## src/rtl/core_pkg.sv

```systemverilog
// Shared core types: hazard controller state encoding and the register-index width.
package core_pkg;
  localparam int REG_W = 5;

  typedef enum logic [1:0] {
    S_BOOT,
    S_RUN,
    S_MEM_WAIT,
    S_ERROR
  } hazard_state_t;

  // x0 is hardwired to zero, so a write to it can never be a true dependency.
  function automatic logic regDepends(input logic [REG_W-1:0] src, input logic [REG_W-1:0] dst,
                                      input logic uses);
    return uses && (dst != '0) && (src == dst);
  endfunction
endpackage

```

## src/rtl/hazard_ctrl_mem_wait_timer.sv

```systemverilog
// Counts data-memory wait cycles; hit flags the cycle whose increment reaches TIMEOUT.
module mem_wait_timer #(
  parameter int TIMEOUT = 15,
  parameter int W       = $clog2(TIMEOUT + 1)
) (
  input  logic CLK,
  input  logic RESET_N,
  input  logic clr,
  input  logic en,
  output logic hit
);
  logic [W-1:0] count;

  always_ff @(posedge CLK or negedge RESET_N) begin
    if (!RESET_N) begin
      count <= '0;
    end else if (clr) begin
      count <= '0;
    end else if (en && (count != W'(TIMEOUT))) begin
      count <= count + W'(1);
    end
  end

  assign hit = en && (count == W'(TIMEOUT - 1));
endmodule

```

## src/rtl/hazard_ctrl.sv

```systemverilog
// Stall/flush controller for the 5-stage RV32 pipeline: load-use bubble, branch flush, memory freeze.
// HAZARD_STATS_EN enables the saturating StallCycles/FlushCount statistics counters.
module hazard_ctrl
  import core_pkg::*;
#(
  parameter int REG_W       = core_pkg::REG_W,
  parameter int MEM_TIMEOUT = 15,
  parameter int CNT_W       = 16
) (
  input  logic             CLK,
  input  logic             RESET_N,
  input  logic [REG_W-1:0] ID_Rs1,
  input  logic [REG_W-1:0] ID_Rs2,
  input  logic             ID_UsesRs1,
  input  logic             ID_UsesRs2,
  input  logic [REG_W-1:0] EX_Rd,
  input  logic             EX_MemRead,
  input  logic             EX_BranchTkn,
  input  logic             MEM_Req,
  input  logic             MEM_Ready,
  output logic             PC_Write,
  output logic             IF_ID_Write,
  output logic             IF_ID_Flush,
  output logic             ID_EX_Bubble,
  output logic             Stall_All,
  output logic             MemErr,
  output logic [CNT_W-1:0] StallCycles,
  output logic [CNT_W-1:0] FlushCount
);
  hazard_state_t state, stateNxt;
  logic          loadUse;
  logic          memFreeze;
  logic          tmrHit;

  assign loadUse = EX_MemRead &&
                   (regDepends(ID_Rs1, EX_Rd, ID_UsesRs1) || regDepends(ID_Rs2, EX_Rd, ID_UsesRs2));

  // In MEM_WAIT only MEM_Ready matters: the request is still parked in MEM.
  assign memFreeze = ((state == S_RUN) && MEM_Req && !MEM_Ready) ||
                     ((state == S_MEM_WAIT) && !MEM_Ready);

  mem_wait_timer #(
    .TIMEOUT (MEM_TIMEOUT)
  ) u_timer (
    .CLK     (CLK),
    .RESET_N (RESET_N),
    .clr     (!memFreeze),
    .en      (memFreeze),
    .hit     (tmrHit)
  );

  always_comb begin
    PC_Write     = 1'b0;
    IF_ID_Write  = 1'b0;
    IF_ID_Flush  = 1'b0;
    ID_EX_Bubble = 1'b0;
    Stall_All    = 1'b0;
    stateNxt     = state;
    case (state)
      S_BOOT: begin
        IF_ID_Flush  = 1'b1;
        ID_EX_Bubble = 1'b1;
        stateNxt     = S_RUN;
      end
      S_RUN, S_MEM_WAIT: begin
        if (memFreeze) begin
          Stall_All = 1'b1;
          stateNxt  = tmrHit ? S_ERROR : S_MEM_WAIT;
        end else begin
          PC_Write    = 1'b1;
          IF_ID_Write = 1'b1;
          stateNxt    = S_RUN;
          // A taken branch discards the ID instruction, so its load-use match is moot.
          if (EX_BranchTkn) begin
            IF_ID_Flush  = 1'b1;
            ID_EX_Bubble = 1'b1;
          end else if (loadUse) begin
            PC_Write     = 1'b0;
            IF_ID_Write  = 1'b0;
            ID_EX_Bubble = 1'b1;
          end
        end
      end
      S_ERROR: begin
        Stall_All = 1'b1;
      end
      default: begin
        stateNxt = S_BOOT;
      end
    endcase
  end

  always_ff @(posedge CLK or negedge RESET_N) begin
    if (!RESET_N) begin
      state  <= S_BOOT;
      MemErr <= 1'b0;
    end else begin
      state <= stateNxt;
      if (stateNxt == S_ERROR) MemErr <= 1'b1;
    end
  end

`ifdef HAZARD_STATS_EN
  logic [CNT_W-1:0] stallCnt;
  logic [CNT_W-1:0] flushCnt;

  always_ff @(posedge CLK or negedge RESET_N) begin
    if (!RESET_N) begin
      stallCnt <= '0;
      flushCnt <= '0;
    end else begin
      if (((state == S_RUN) || (state == S_MEM_WAIT)) && !PC_Write && (stallCnt != '1))
        stallCnt <= stallCnt + CNT_W'(1);
      if ((state == S_RUN) && IF_ID_Flush && (flushCnt != '1))
        flushCnt <= flushCnt + CNT_W'(1);
    end
  end

  assign StallCycles = stallCnt;
  assign FlushCount  = flushCnt;
`else
  assign StallCycles = '0;
  assign FlushCount  = '0;
`endif
endmodule
```

## config.mk

```make
export PLATFORM = sky130hd
export DESIGN_NAME = hazard_ctrl
export DESIGN_NICKNAME = d
export VERILOG_FILES = /design/src/rtl/core_pkg.sv /design/src/rtl/hazard_ctrl_mem_wait_timer.sv /design/src/rtl/hazard_ctrl.sv
export SDC_FILE = /design/constraint.sdc
export NUM_CORES = 1
export LEC_CHECK = 0
export BUFFER_PORTS_ARGS = -buffer_cell sky130_fd_sc_hd__buf_4
export CAP_MARGIN = 10
export CORE_AREA = 3 3 49 51
export DETAILED_ROUTE_END_ITERATION = 8
export DIE_AREA = 0 0 52 54
export PLACE_DENSITY = 0.91
export REMOVE_ABC_BUFFERS = 1
export SETUP_SLACK_MARGIN = 0.05
export SYNTH_ARGS = -nofsm -noshare
export SYNTH_HDL_FRONTEND = slang
export SYNTH_SLANG_ARGS = --single-unit
```

## constraint.sdc

```tcl
create_clock -name CLK -period 4.3 [get_ports CLK]
set_clock_uncertainty 0.15 [all_clocks]
set_input_delay 0.86 -clock CLK [delete_from_list [all_inputs] [get_ports CLK]]
set_output_delay 0.86 -clock CLK [all_outputs]
set_load 0.01 [all_outputs]
```

---- After elaboration in Yosys (flattened, before gate mapping) ----
Cells that the tools add are included.
storage, ports and cells
  register bits ........................... 7
  bits in latches ......................... 0
  bits in writable memories ............... 0
  bits in read-only memories .............. 0
  bits of input ports ..................... 23
  logic and storage cells ................. 47
  memories ................................ 0
cells by class
  add/sub/neg operators ................... 1
  multipliers ............................. 0
  div/mod/pow operators ................... 0
  $lt $le $gt $ge ......................... 0
  eq/ne operators ......................... 9
  shift operators ......................... 0
  muxes and demuxes ....................... 18
  bitwise gates (word level) .............. 0
  reduce and logical (&&, ||, !) cells .... 16
operators with widths
  kind                 count
  $mux 1               11
  $eq 5x5->1           2
  $logic_and 1x1->1    10
  $mux 4               2
  $eq 2x2->1 const B   3
  $pmux 1 s2           3
  $reduce_bool 5->1    1
  $add 4x1->4 const B  1
  $eq 4x4->1 const B   1
  $ne 4x4->1 const B   1
  $pmux 2 s2           1
  $eq 2x1->1 const B   1
  $logic_not 2->1      1
  $logic_or 1x1->1     2
  $mux 2               1
  $ne 2x2->1 const B   1
  $reduce_or 2->1      1
  $logic_not 1->1      1

---- Depth between registers and ports, before layout ----
Gate-level depths: netlist of the first run.
  depth after elaboration ................. 9
  mapped depth ............................ 7
  gate-level depth less buffers ........... 6

---- Modules after synthesis ----
From an unflattened synthesis of the first run, not the netlist that was laid out.
unflattened totals
  cell total of the unflattened synthesis .. 104
  area, all modules ....................... 924.6 um^2
modules (own cells, without submodules)
  module          times used  cells each  area each (um^2)  sequential area each (um^2)
  hazard_ctrl     1           81          664.4             75.1
  mem_wait_timer  1           23          260.2             100.1

---- Worst setup path after synthesis of the first run ----
Ideal clock, no wire load.
  kind .................................... input to output
  start point ............................. in EX_Rd[3]
  end point ............................... out PC_Write
  arrival time ............................ 1939 ps
  required time ........................... 3290 ps
  slack ................................... 1351 ps
  cell stages on the path ................. 5
  buffers on the path ..................... 1
  cell sequence ........................... xor2_1 -> nor4_2 -> a32oi_1 -> o311a_1 -> buf_4
on the way
  longest elaborated chain between the ends .. 9
  elaborated cells between the ends (all ways) .. 13
  classes of those cells .................. 2 x eq/ne; 4 x mux; 7 x reduce/logical
RTL lines
  item                            RTL line           RTL
  start: declaration              hazard_ctrl.sv:16  input logic [REG_W-1:0] EX_Rd,
  $reduce_bool 5->1               core_pkg.sv:15     return uses && (dst != '0) && (src == dst);
  $logic_and 1x1->1 (2 in a row)  core_pkg.sv:15
  $logic_or 1x1->1 *              hazard_ctrl.sv:36  (regDepends(ID_Rs1, EX_Rd, ID_UsesRs1) || regDepends(ID_Rs2, EX_Rd, ID_UsesRs2));
  $logic_and 1x1->1 *             hazard_ctrl.sv:35  assign loadUse = EX_MemRead &&
  $mux 1 * (4 in a row)           n/a
  end: declaration                hazard_ctrl.sv:21  output logic PC_Write,
Every way passes the cells marked *; elsewhere a longest branch is shown, timed or not.

---- Final worst setup path of the first run ----
  start point ............................. in EX_Rd[3]
  end point ............................... out IF_ID_Write
on the way
  longest elaborated chain between the ends .. 9
  elaborated cells between the ends (all ways) .. 13
  classes of those cells .................. 2 x eq/ne; 4 x mux; 7 x reduce/logical
RTL lines
  item                            RTL line           RTL
  $reduce_bool 5->1               core_pkg.sv:15
  $logic_and 1x1->1 (2 in a row)  core_pkg.sv:15
  $logic_or 1x1->1 *              hazard_ctrl.sv:36
  $logic_and 1x1->1 *             hazard_ctrl.sv:35
  $mux 1 *                        hazard_ctrl.sv:77  end else if (loadUse) begin
  $mux 1 *                        hazard_ctrl.sv:74  if (EX_BranchTkn) begin
  $mux 1 *                        hazard_ctrl.sv:66  if (memFreeze) begin
  $mux 1 *                        hazard_ctrl.sv:59  case (state)
  end: declaration                hazard_ctrl.sv:22  output logic IF_ID_Write,
Marked as above.

==> results.md, run 1 <==
- Routed vias: 674
- Most common cell after layout, fill and taps aside: conb_1
- Setup bufs post-CTS: 0
- First-pass GRT wire length: 2700 um
- Clock Sinks: 7
- Slowest Stage Delay on Critical Path: 0.37 ns
- Most common cell on crit path: buf_4
- Status: finished, final reports clean
- Syn-to-layout area delta: 15.6%
- Clock Tree Buf Depth: 2
- Final WL: 1720 um
- CTS clk-pin slew, worst paths: 0.06 ns
- DRC viols: 0
- H-tree depth: 1
- Final TNS setup: 0 ns
- Hpwl dp: 1490 um
- Critical Path AT: 2.10 ns
- Antenna cells: 0
- Initial antenna violation count: 0
- Cells after DPL: 149
- Element type at the critical path start: input port
- Kind of critical path: in2out
- Final net count: 156
- DRT iter0 DRCs: 7
- EDFF count, synth: 0
- Avg Cell Area, Syn: 8.52 um2
- Core Util, Final: 0.487
- Crit path max-delay family: compound AO/OA/AOI/OAI gates
- Vias in the first global route: 632
- Top FF cell, synth: dfrtp_1
- GPL Wtd Cong: 0.818
- Die W: 52 um
- Hold Crit Class: in2async
- Initial Utilization: 0.421
- Yosys warns: 0
- Global route overflow: 0
- Die ar.: 0.00281 mm2
- Core ar.: 0.00198 mm2
- WP buf/inv: 2
- Crit path max fanout: 3
- CTS root buffer: clkbuf_4
- Req. time, crit path: 3.29 ns
- Fin. Hold Viols: 0
- Top Ports: 61
- Final Non-Filler Cells: 153
- Post-CTS resize count: 0
- Syn Inst Count: 98
- Fin crit share: 0.723
- CP cell instances: buf_4 -> xor2_1 -> nor4_2 -> a32oi_1 -> o311a_1 -> buf_4
- Sequential share of the synthesized area: 0.210
- First-pass iteration count of the detailed router: 4
- Post-synth cell types: 31
- Worst skew pair latency: 0.25 ns
- Wire per inst: 11.2 um
- Mapped cell area: 835 um2
- Final setup viols: 0
- Cell Pwr Density: 176 mW/mm2
- Vias per cell: 4.41
- Leak: 0.000504 uW
- Number of synthesized register bits: 7
- Die extent in y: 54 um
- Core Rows: 16
- Fin crit period: 3.11 ns
- Final Max Slew Viols: 0
- CP max stage cell: o311a_1
- Worst VDD drop: 96.7 uV
- Slack of the worst reg-to-reg path: 2.60 ns
- Most frequent cells in the layout: conb_1, buf_4, nor2_1, xor2_1, dfrtp_1
- RSZ-0062 raised after global routing: no
- Hold_buf cts: 0
- Port Buf Inserts: 28
- FMAX: 0.322 GHz
- CTS buffer count: 3
- Layout cells sized above 1: 0.278
- Final Power: 169 uW
- Largest net degree at the start of global routing: 9
- Crit path capture type: output port
- All-layer global routing usage: 0.131
- Asr flop ratio synth: 1.00
- TritonCTS clock tree: yes
- Max cap viols: 0
- Antenna Nets Post-Route: 0
## worst paths after layout
check | from | to | cells past startpoint
setup / recovery | EX_Rd[3] | IF_ID_Write | 6
setup reg to reg | state[0] | MemErr | 6
min in group CLK | MemErr | MemErr | 1
hold reg to reg | MemErr | MemErr | 1
hold / removal | RESET_N | u_timer.count[0] | 1
max in group asynchronous | RESET_N | state[0] | 1
## where the power goes
part           leakage, uW  internal [uW]  switching [uW]  total, uW
sequential       0.0000822           65.9               0       65.9
combinational     0.000407           18.3            25.1       43.4
clock            0.0000150           35.5            24.8       60.2
total             0.000504            120            49.8        169
## routing by layer
metal	routed length, um	track usage	vias to the layer above	part of all wire
met5	0	0	-	0
met4	42	0.0568	0	0.024
met3	195	0.0277	4	0.11
met2	949	0.264	49	0.55
met1	533	0.128	302	0.31
li1	-	-	319	-
## state kept, by name, indices dropped and copies added (netlist names)
signal,flops
state,2
u_timer.count,4
MemErr,1
## kinds of logic (layout without fill, tap and decap cells)
kind of cell,Yosys count,after routing,synth area share
compound gates,15,15,0.138
buf+inv,39,36,0.325
other cells,1,32,0.00449
simple gates,19,19,0.117
flops,7,7,0.210
fa+ha+maj,6,6,0.0900
xor+xnor,11,11,0.115
## per-stage QoR
step	hold slack [ns]	worst slack (ns)	instance area, um2
floorplan	0.342	1.48	694
global placement	0.292	1.21	938
detailed placement	0.296	1.18	938
CTS	0.262	1.18	965
global route	0.255	1.12	965
finish	0.261	1.19	965
## synthesized netlist by cell type (2+ instances only)
| cell type | n | area share |
|---|---|---|
| nand3_1 | 2 | 0.012 |
| xor2_1 | 8 | 0.084 |
| xnor2_1 | 3 | 0.031 |
| inv_1 | 4 | 0.018 |
| dfrtp_1 | 7 | 0.21 |
| buf_4 | 33 | 0.30 |
| a211oi_1 | 2 | 0.018 |
| nand2_1 | 2 | 0.0090 |
| nor2_1 | 8 | 0.036 |
| a31oi_1 | 2 | 0.015 |
| ha_1 | 6 | 0.090 |
| o21ai_0 | 2 | 0.012 |
## area by class of cell
cell class,count,area (um2)
Timing Repair Buffer,28,210
Tap cell,27,33.8
Inverter,4,15.0
Fill cell,192,1020
Multi-Input combinational cell,83,504
Sequential cell,7,175
Clock buffer,4,26.3
Note: power is estimated with default switching activity, not from simulation.
==> run 2, diff against run 1 <==
Settings changed: ABC_AREA set to 1, CORE_AREA 3 3 49 51 to 3 3 52 54, DIE_AREA 0 0 52 54 to 0 0 55 57, PLACE_DENSITY 0.91 to 0.88.
Clock period 4.3 ns to 3.1 ns, I/O delays scaled along.
==> run 2 against run 1 <==
Effect of this change:
- clock power is 28% higher
- synthesized cell count is 50% higher
- worst setup slack worse by 0.50 ns
- via count is 19% higher
- first-iteration DRC count is 57% higher
- die area is 12% higher
==> results.md, run 2 <==
- Status: finished, final reports clean
- Synth top area share: 0.263
- Setup bufs post-CTS: 0
- Avg Cell Area, Syn: 6.40 um2
- Slack of the worst reg-to-reg path: 1.59 ns
- Initial Utilization: 0.417
- Crit path capture type: output port
- Fin crit period: 2.41 ns
- First-pass GRT wire length: 2510 um
- Switching share of power: 0.286
- Leak: 0.000709 uW
- Core Rows: 17
- Worst skew pair latency: 0.24 ns
- Vias per cell: 3.90
- Max cap viols: 0
- Die extent in y: 57 um
- First-pass iteration count of the detailed router: 4
- Clock Tree Buf Depth: 2
- Layout cells sized above 1: 0.237
- Count leader, synth: nand2_1
- Sequential share of the synthesized area: 0.186
- Final Max Slew Viols: 0
- Pint: 166 uW
- Post-synth cell types: 21
- Post-CTS resize count: 0
- Top reg by flops: u_timer.count
- Worst VDD drop: 97.2 uV
- TritonCTS clock tree: yes
- DRC viols: 0
- Port Buf Inserts: 28
- Final Power: 233 uW
- Routed vias: 800
- Clock network power share: 0.330
- All-layer global routing usage: 0.105
- Setup slack at placement: 0.847 ns
- Yosys top cell by area: buf_4
- Vias in the first global route: 674
- Hold Crit Class: in2async
- Wire per inst: 7.75 um
- Antenna cells: 0
- Syn Inst Count: 147
- CTS buffer count: 3
- Hold_buf cts: 0
- Sequential power share: 0.394
- Dpl cell area: 0.00105 mm2
- Cell area after layout: 0.00108 mm2
- GPL Wtd Cong: 0.728
- Critical Path AT: 1.64 ns
- H-tree depth: 1
- Worst setup margin: 0.689 ns
- Largest register FFs: 4
- Clock Sinks: 7
- FMAX: 0.415 GHz
- Hpwl dp: 1440 um
- CTS clk-pin slew, worst paths: 0.05 ns
- Sw power: 66.5 uW
- Cell Pwr Density: 215 mW/mm2
- RSZ-0062 raised after global routing: no
- CTS root buffer: clkbuf_4
- Initial antenna violation count: 0
- Antenna Nets Post-Route: 0
- Most common cell after layout, fill and taps aside: nand2_1
- Kind of critical path: reg2out
- Ranking of synthesized cells by area: buf_4, dfrtp_1, nand2_1, inv_1, ha_1
- Die W: 55 um
- Fin crit share: 0.778
- Mapped cell area: 941 um2
- Element type at the critical path start: register
- Final TNS setup: 0 ns
- FF-to-FF Start: state[0]
- Fin. Hold Viols: 0
- Asr flop ratio synth: 1.00
- R2r endpoint: MemErr
- Top Ports: 61
- Core ar.: 0.00225 mm2
- Crit path max fanout: 5
- Combinational share of power: 0.276
- Final setup viols: 0
- Fillers: 244
- Final WL: 1590 um
- Number of synthesized register bits: 7
- Largest net degree at the start of global routing: 8
- Die ar.: 0.00314 mm2
- Most frequent cells in the layout: nand2_1, conb_1, buf_4, inv_1, nor2_1
- Syn-to-layout area delta: 14.9%
- DRT iter0 DRCs: 11
- Worst Reg2Reg Path Length in Cells: 6
- Yosys warns: 0
- Largest regs: u_timer.count x4, state x2, MemErr x1
- Req. time, crit path: 2.33 ns
- Global route overflow: 0
- Top FF cell, synth: dfrtp_1
- Synth cell count leaders: nand2_1, buf_4, inv_1
- Final net count: 207
- EDFF count, synth: 0
## run 2: changes by cell type after synthesis, sizes merged, moves of 2 or more
cell   before  now
a21oi       1    6
inv         4   26
nand2       2   45
nand3       2    4
nor2        8   11
nor4        2    0
xnor2       3    1
xor2        8    1
## run 2: worst max path at each step
| stage | slack, ns | end | cells past startpoint | from |
|---|---|---|---|---|
| after global placement | 0.86 | IF_ID_Write | 9 | EX_Rd[3] |
| after global routing | 0.55 | ID_EX_Bubble | 12 | state[0] |
| after floorplan | 1.11 | ID_EX_Bubble | 9 | MEM_Req |
| final | 0.69 | ID_EX_Bubble | 12 | state[0] |
| after detailed placement | 0.85 | IF_ID_Write | 9 | EX_Rd[3] |
| after CTS | 0.66 | ID_EX_Bubble | 12 | state[1] |
## run 2: final cells by class
class | count | area [um2] | area share
tap | 28 | 35.0 | 0.0324
clock buffer | 4 | 26.3 | 0.0243
multi-input combinational | 112 | 537 | 0.497
inverter | 26 | 97.6 | 0.0903
timing repair buffer | 28 | 210 | 0.194
sequential | 7 | 175 | 0.162
## run 2: logic make-up after synthesis
group,synth area share
other cells,0.00399
xor+xnor,0.0186
buf+inv,0.367
fa+ha+maj,0.0798
compound gates,0.0771
flops,0.186
simple gates,0.267
## run 2: critical path: stages, from the launching register on
cell and delay, ns:
dfrtp_1 0.42, inv_1 0.10, ha_1 0.14, inv_1 0.04, a21oi_2 0.16, inv_2 0.09, nand2_4 0.07, inv_2 0.04
nand2_2 0.06, nand2_2 0.05, nand2_2 0.05, nand2_1 0.05, buf_4 0.13
## run 2: power groups by stage
stage          clock [uW]  combinational, uW  sequential [uW]
6_report             76.8               64.2             91.7
5_1_grt              85.9               74.6             91.4
4_1_cts              82.1               63.3             91.6
3_5_place_dp            0               63.1             93.0
3_3_place_gp            0               62.5             93.0
2_1_floorplan           0               34.6             93.1
## run 2: per-stage QoR
stage | instances | hold WS (ns) | utilization
after detailed placement | 201 | 0.282 | 0.468
after global placement | 201 | 0.282 | 0.468
after floorplan | 145 | 0.174 | -
after CTS | 205 | 0.0153 | 0.479
final | 205 | 0.0266 | 0.479
after global routing | 205 | 0.0184 | 0.479
## run 2: layer usage
metal  vias up  GRT usage  share of wire
li1        431          -              -
met1       333      0.132           0.41
met2        36      0.171           0.50
met3         0    0.00783          0.087
met4         0     0.0625              0
met5         -          0              0
